==> src/rtl/sigmoid_share_arbiter.sv <==
// Round-robin arbiter sharing one combinational Sigmoid LUT among N_REQ accumulators,
// two registered stages, id-tagged results. Optional stall counter: define SIG_ARB_PERF_EN.
module sigmoid_share_arbiter #(
  parameter  int N_REQ = 4,
  parameter  int N     = 2,
  parameter  int QM    = 6,
  parameter  int QN    = 10,
  localparam int DW    = QM + QN + N,
  localparam int IDW   = $clog2(N_REQ)
) (
  input  logic                clk,
  input  logic                rst_n,
  input  logic [N_REQ-1:0]    req_valid,
  output logic [N_REQ-1:0]    req_ready,
  input  logic [N_REQ*DW-1:0] req_data,
  output logic [DW-1:0]       sig_in,
  input  logic [7:0]          sig_out,
  output logic                rsp_valid,
  input  logic                rsp_ready,
  output logic [IDW-1:0]      rsp_id,
  output logic [7:0]          rsp_data
`ifdef SIG_ARB_PERF_EN
  ,
  output logic [15:0]         stall_cnt
`endif
);

  logic            s1_valid_q, s1_valid_d;
  logic [DW-1:0]   sig_in_q, sig_in_d;
  logic [IDW-1:0]  s1_id_q, s1_id_d;
  logic            rsp_valid_q, rsp_valid_d;
  logic [IDW-1:0]  rsp_id_q, rsp_id_d;
  logic [7:0]      rsp_data_q, rsp_data_d;
  logic [IDW-1:0]  rr_ptr_q, rr_ptr_d;

  logic            adv2_s, adv1_s;
  logic            gnt_found_s, grant_s;
  logic [IDW-1:0]  gnt_id_s;

  assign adv2_s = !rsp_valid_q || rsp_ready;
  assign adv1_s = !s1_valid_q || adv2_s;

  // Rotating priority search starting at rr_ptr; the sum cannot overflow IDW+1 bits.
  always_comb begin
    gnt_found_s = 1'b0;
    gnt_id_s    = '0;
    for (int k = 0; k < N_REQ; k++) begin
      logic [IDW:0] sum_v;
      sum_v = {1'b0, rr_ptr_q} + (IDW+1)'(k);
      if (sum_v >= (IDW+1)'(N_REQ)) begin
        sum_v = sum_v - (IDW+1)'(N_REQ);
      end else begin
        sum_v = sum_v;
      end
      if (!gnt_found_s && req_valid[sum_v[IDW-1:0]]) begin
        gnt_found_s = 1'b1;
        gnt_id_s    = sum_v[IDW-1:0];
      end else begin
        gnt_found_s = gnt_found_s;
      end
    end
  end

  // Grant is suppressed while reset is asserted so nothing handshakes into a dropped pipe.
  assign grant_s = gnt_found_s && adv1_s && rst_n;

  // One-hot ready toward the requesters.
  always_comb begin
    req_ready = '0;
    if (grant_s) begin
      req_ready[gnt_id_s] = 1'b1;
    end else begin
      req_ready = '0;
    end
  end

  // Next-state for both stages and the round-robin pointer.
  always_comb begin
    s1_valid_d  = s1_valid_q;
    sig_in_d    = sig_in_q;
    s1_id_d     = s1_id_q;
    rr_ptr_d    = rr_ptr_q;
    rsp_valid_d = rsp_valid_q;
    rsp_id_d    = rsp_id_q;
    rsp_data_d  = rsp_data_q;
    if (adv1_s) begin
      if (grant_s) begin
        sig_in_d   = req_data[gnt_id_s*DW +: DW];
        s1_id_d    = gnt_id_s;
        s1_valid_d = 1'b1;
        rr_ptr_d   = (gnt_id_s == IDW'(N_REQ-1)) ? '0 : gnt_id_s + IDW'(1);
      end else begin
        s1_valid_d = 1'b0;
      end
    end else begin
      s1_valid_d = s1_valid_q;
    end
    // sig_out is only sampled while sig_in is held from the previous grant.
    if (adv2_s) begin
      rsp_valid_d = s1_valid_q;
      if (s1_valid_q) begin
        rsp_data_d = sig_out;
        rsp_id_d   = s1_id_q;
      end else begin
        rsp_data_d = rsp_data_q;
      end
    end else begin
      rsp_valid_d = rsp_valid_q;
    end
  end

  // Pipeline and pointer state.
  always_ff @(posedge clk or negedge rst_n) begin
    if (!rst_n) begin
      s1_valid_q  <= 1'b0;
      sig_in_q    <= '0;
      s1_id_q     <= '0;
      rsp_valid_q <= 1'b0;
      rsp_id_q    <= '0;
      rsp_data_q  <= 8'd0;
      rr_ptr_q    <= '0;
    end else begin
      s1_valid_q  <= s1_valid_d;
      sig_in_q    <= sig_in_d;
      s1_id_q     <= s1_id_d;
      rsp_valid_q <= rsp_valid_d;
      rsp_id_q    <= rsp_id_d;
      rsp_data_q  <= rsp_data_d;
      rr_ptr_q    <= rr_ptr_d;
    end
  end

  assign sig_in    = sig_in_q;
  assign rsp_valid = rsp_valid_q;
  assign rsp_id    = rsp_id_q;
  assign rsp_data  = rsp_data_q;

`ifdef SIG_ARB_PERF_EN
  logic [15:0] stall_q, stall_d;

  // Saturating count of cycles where a result waits on the consumer.
  always_comb begin
    stall_d = stall_q;
    if (rsp_valid_q && !rsp_ready && (stall_q != 16'hFFFF)) begin
      stall_d = stall_q + 16'd1;
    end else begin
      stall_d = stall_q;
    end
  end

  // Stall counter register.
  always_ff @(posedge clk or negedge rst_n) begin
    if (!rst_n) begin
      stall_q <= 16'd0;
    end else begin
      stall_q <= stall_d;
    end
  end

  assign stall_cnt = stall_q;
`endif

endmodule
==> config.mk <==
export PLATFORM = sky130hd
export DESIGN_NAME = sigmoid_share_arbiter
export DESIGN_NICKNAME = d
export VERILOG_FILES = /design/src/rtl/sigmoid_share_arbiter.sv
export SDC_FILE = /design/constraint.sdc
export NUM_CORES = 1
export LEC_CHECK = 0
export ABC_CLOCK_PERIOD_IN_PS = 2550
export BUFFER_PORTS_ARGS = -buffer_cell sky130_fd_sc_hd__clkbuf_2
export CAP_MARGIN = 30
export CORE_MARGIN = 5
export CORE_UTILIZATION = 47
export CTS_BUF_LIST = sky130_fd_sc_hd__clkbuf_16
export DETAILED_ROUTE_END_ITERATION = 8
export PLACE_DENSITY_LB_ADDON = 0.1
export SLEW_MARGIN = 20
export SYNTH_ARGS = -nofsm -noshare
export SYNTH_HDL_FRONTEND = slang
export SYNTH_SLANG_ARGS = --single-unit
==> constraint.sdc <==
create_clock -name clk -period 2.55 [get_ports clk]
set_input_delay 0.1275 -clock clk [delete_from_list [all_inputs] [get_ports clk]]
set_output_delay 0.1275 -clock clk [all_outputs]
set_load 0.05 [all_outputs]
# [After elaboration in Yosys (flattened, before gate mapping)]
# Index checks and enable logic that the tools add are counted.
[totals] regBits=34 input_bits=87 output_inout_bits=33 elab_cells=68
[classes] add_sub_neg=8 mul=1 n_lt_le_gt_ge=10 eq_ne=1 shifts=1 muxes=25 reduce_logical=15
[ops] op="$shiftx A72 B8 Y18" n=1
[ops] op="$mux W2" n=9
[ops] op="$lt A2 B3 Y1 const B" n=5
[ops] op="$mux W1" n=10
[ops] op="$ge A3 B3 Y1 const B" n=3
[ops] op="$bmux W1 S2" n=4
[ops] op="$sub A2 B1 Y2 const B" n=4
[ops] op="$add A2 B2 Y3 const B" n=2
[ops] op="$logic_and A1 B1 Y1" n=6
[ops] op="$mul A2 B4 Y6 const B" n=1
[ops] op="$logic_not A1 Y1" n=5
[ops] op="$mux W4" n=1
[ops] op="$reduce_and A2 Y1" n=2
[ops] op="$add A2 B1 Y3 const B" n=1
[ops] op="$ge A2 B3 Y1 const B" n=1
[ops] op="$add A2 B1 Y2 const B" n=1
[ops] op="$demux W1 S2" n=1
[ops] op="$eq A2 B2 Y1 const B" n=1
[ops] op="$ge A2 B1 Y1 const B" n=1
[ops] op="$logic_or A1 B1 Y1" n=2

# [Depth between registers and ports, before layout]
[logic_depth] depth_word=19 ltp_mapped=8 depth_no_buf=7

# [Worst setup path after synthesis]
# Ideal clock, no wire load.
[synth_timing] path_kind="register to output" startpoint="register rsp_valid_q (netlist: rsp_valid)" endpoint="output port req_ready[2]" t_arrival_ns=1.917 t_required_ns=2.423 path_slack_ns=0.506 stages_incl_launch_ff=6 path_buffers=1 path_cell_list="dfrtp_1 -> nand3b_1 -> nor2b_1 -> nand2_1 -> buf_6 -> nor2_1"
[synth_via] elab_chain_len=6
[synth_lines] item="start: declaration" line="31" rtl="logic rsp_valid_q, rsp_valid_d;"
[synth_lines] item="start signal: assignment" line="126" rtl="rsp_valid_q <= rsp_valid_d;"
[synth_lines] item="$logic_not A1 Y1" line="40" rtl="assign adv2_s = !rsp_valid_q || rsp_ready;"
[synth_lines] item="$logic_or A1 B1 Y1" line="40"
[synth_lines] item="$logic_or A1 B1 Y1" line="41" rtl="assign adv1_s = !s1_valid_q || adv2_s;"
[synth_lines] item="$logic_and A1 B1 Y1 (2 in series)" line="65" rtl="assign grant_s = gnt_found_s && adv1_s && rst_n;"
[synth_lines] item="$mux W4" line="70" rtl="if (grant_s) begin"
[synth_lines] item="end: declaration" line="14" rtl="output logic [N_REQ-1:0] req_ready,"
# Every way passes these cells.

# [Final worst setup path]
[layout_timing] startpoint="register rr_ptr_q[0]" endpoint="output port req_ready[0]"
[layout_via] elab_chain_len=19 elab_cells_between_ends=45 classes_between="7 x add/sub; 6 x order compare; 23 x mux; 9 x reduce/logical"
[layout_lines] item="start: declaration" line="34" rtl="logic [IDW-1:0] rr_ptr_q, rr_ptr_d;"
[layout_lines] item="start signal: assignment" line="129" rtl="rr_ptr_q <= rr_ptr_d;"
[layout_lines] item="branches (longest 18 deep; another with $add A2 B1 Y3)"
[layout_lines] item="$mux W4 (*)" line="70"
# Every way passes the cells marked *. The select of a mux whose other input is x is not followed.

==> results.md <==
- Outcome: completed
- Initial antenna violation count: 0
- Row cnt: 23
- Power Total: 2.90 mW
- Top_reg_cell synth: dfrtp_1
- Starting density of the core: 0.489
- Vias in the first global route: 1856
- Post-CTS Setup Bufs: 0
- Post-CTS sizing: 0
- Startpoint types: register
- RSZ-0062 raised after global routing: no
- # diodes: 0
- Die area: 5590 um^2
- FF-to-FF setup slack: 0.55 ns
- Die width: 74.8 um
- Worst R2R Path Depth: 6
- Dpl cells: 349
- Lkg Pwr: 1.56 nW
- Fill cell count: 325
- Pwr dens: 1050 nW/um^2
- Arr. time, crit path: 2.08 ns
- First DRT Iteration DRCs: 83
- Max VDD drop: 0.000655 V
- Number of flops mapped to enable cells by yosys: 0
- Hold path cells: 2
- Clock Power Share: 0.198
- TritonRoute pass-1 iters: 4
- Final Hold Violating Endpoints: 0
- Hold Startpoint: sig_out[6]
- Period utilization: 0.866
- Post-DP Area: 2610 um^2
- Ports: 120
- Placeable Area: 4030 um^2
- Clock Sinks: 34
- Avg Cell Area, Syn: 10.7 um^2
- Max Freq: 453 MHz
- Post-Syn Area: 1970 um^2
- Slew Viols, Final: 0
- Grt total ovfl: 0
- Area growth syn-to-layout: 40.2%
- First-pass GRT wire length: 8.31 mm
- Fin area: 2760 um^2
- CP Capture Type: output pin
- Cells after Synth: 184
- Setup WS post-layout: 0.341 ns
- Height of the die: 74.8 um
- Hold_ws: 0.0812 ns
- Synth unique cells: 30
- Drc violations: 0
- Setup WS pre-CTS: 0.553 ns
- Slew headroom: 0.675
- Largest net degree at the start of global routing: 35
- Setup violations, final: 0
- FF-to-FF End: sig_in[13]$_DFFE_PN0P_
- Post-DR vias/cell: 5.24
- Actual slew at the worst max-slew pin: 0.481 ns
- I/O Buffers: 119
- CTS buffer count: 5
- Non-filler cells, final: 358
- Synthesized flop and latch total: 34
- Asr flop ratio synth: 1.00
- Fin util: 0.686
- Worst clock skew: 0.00663 ns
- Sw Ratio: 0.468
- Net switching power: 1.36 mW
- Root Driver: clkbuf_16
- Seq/Total Area, Yosys: 0.431
- Required @ worst endpoint: 2.42 ns
- R2R Path Start: rr_ptr_q[0]$_DFFE_PN0P_
- Post-layout min period: 2.21 ns
- Setup CP Type: register to output pin
- Setup TNS: 0 ns
- Comb pwr share: 0.510
- Max-Cap Viols: 0
- Clk_lat worst skew: 0.27 ns
- Routed via count: 1877
- Clock buffer depth: 2
- CTS tree: yes
- Hold EP: rsp_data[6]$_DFFE_PN0P_
- Detailed-route wire length: 5.25 mm
- Sequential Power Share: 0.292
- Ys Warns: 0
- Synth Net Count: 272
- CTS H-tree depth: 2
- GR Util All Layers: 0.191
- Crit path max fanout: 6
- Drt wl/cell: 14.7 um
- Layout cell share with drive strength beyond 1: 0.536
- Hold WC Path Type: input port to register
- Worst-path clk slew: 0.06 ns
- Nets: 395
- Final RePlAce weighted congestion: 0.747
- P_int: 1.54 mW
- Routed Antenna Nets: 0
- Detailed Place HPWL: 4.06 mm
==> repair_timing <==
item,4_1_cts,5_1_grt
endpoints found under the hold margin,34,0
hold buffers,1,0
endpoints found under the setup margin,0,0
==> critical path, stage by stage, from the launching register on <==
cell	delay, ns
dfrtp_1	0.40
nand2b_1	0.17
and2b_4	0.17
o32a_1	0.20
or3b_1	0.51
inv_1	0.09
clkbuf_2	0.27
==> registers in the layout, indices dropped and copies added, names as in the netlist <==
register / flops
sig_in: 18
rsp_data: 8
rr_ptr_q: 2
rsp_id: 2
s1_id_q: 2
rsp_valid: 1
s1_valid_q: 1
==> layer usage <==
| metal | track usage | part of all wire | up-vias |
|---|---|---|---|
| met5 | 0 | 0 | - |
| met2 | 0.325 | 0.50 | 73 |
| li1 | - | - | 914 |
| met1 | 0.239 | 0.40 | 884 |
| met3 | 0.0614 | 0.092 | 6 |
| met4 | 0.0375 | 0.0090 | 0 |
==> synthesized netlist by cell type, types with 4 or more instances <==
master | instances | share of area
a21oi_1 | 21 | 0.053
and3_1 | 9 | 0.029
and3_2 | 9 | 0.034
buf_6 | 4 | 0.023
dfrtp_1 | 34 | 0.43
inv_1 | 21 | 0.040
mux2_2 | 10 | 0.057
mux2i_1 | 18 | 0.091
nand2_1 | 9 | 0.017
nand2b_1 | 5 | 0.016
o221ai_1 | 9 | 0.040
o221ai_2 | 9 | 0.069
==> power by group through the flow <==
stage | Combinational [mW] | Sequential (mW) | Clock, mW
2_1_floorplan | 0.552 | 1.42 | 0
3_3_place_gp | 1.48 | 0.849 | 0
3_5_place_dp | 1.50 | 0.851 | 0
4_1_cts | 1.50 | 0.847 | 0.583
5_1_grt | 1.58 | 0.869 | 0.611
6_report | 1.48 | 0.846 | 0.574
==> layout by cell type, fill, tap and decap left out, types with 5 or more instances in the layout <==
master     instances
nand2_1            9
o221ai_1           9
mux2_2            10
mux2i_1           18
dfrtp_1           34
and3_2             9
nand2b_1           5
o221ai_2           9
a21oi_1           21
inv_1             21
clkbuf_16          5
clkbuf_2         117
and3_1             9
buf_4              7
==> worst max-delay path by stage <==
stage | startpoint | end | slack [ns] | depth (start not counted)
6_report | rr_ptr_q[0]$_DFFE_PN0P_ | req_ready[0] | 0.34 | 6
4_1_cts | rr_ptr_q[0]$_DFFE_PN0P_ | req_ready[3] | 0.33 | 8
3_3_place_gp | rr_ptr_q[0]$_DFFE_PN0P_ | sig_in[11]$_DFFE_PN0P_ | 0.63 | 6
5_1_grt | rr_ptr_q[0]$_DFFE_PN0P_ | req_ready[3] | 0.22 | 8
2_1_floorplan | rsp_valid$_DFFE_PN0P_ | req_ready[2] | 0.51 | 5
3_5_place_dp | rr_ptr_q[0]$_DFFE_PN0P_ | sig_in[13]$_DFFE_PN0P_ | 0.55 | 6
==> area by class of cell <==
type | instances | area, um^2 | share of cell area
Inverter | 21 | 78.8 | 0.0285
Clock inverter | 3 | 16.3 | 0.00589
Tap cell | 50 | 62.6 | 0.0226
Multi-Input combinational cell | 118 | 942 | 0.341
Clock buffer | 5 | 125 | 0.0453
Timing Repair Buffer | 127 | 688 | 0.249
Sequential cell | 34 | 851 | 0.308
==> cell families (layout without fill, tap and decap cells) <==
| kind of cell | after synthesis | after routing | share of synthesized area |
|---|---|---|---|
| AOI/OAI and AO/OA | 47 | 47 | 0.195 |
| buffers and inverters | 32 | 156 | 0.0907 |
| DFF | 34 | 34 | 0.431 |
| and+or+nand+nor | 42 | 42 | 0.128 |
| muxes | 28 | 28 | 0.148 |
| adders and majority gates | 1 | 1 | 0.00634 |
Power figures use the tool's default switching activity.
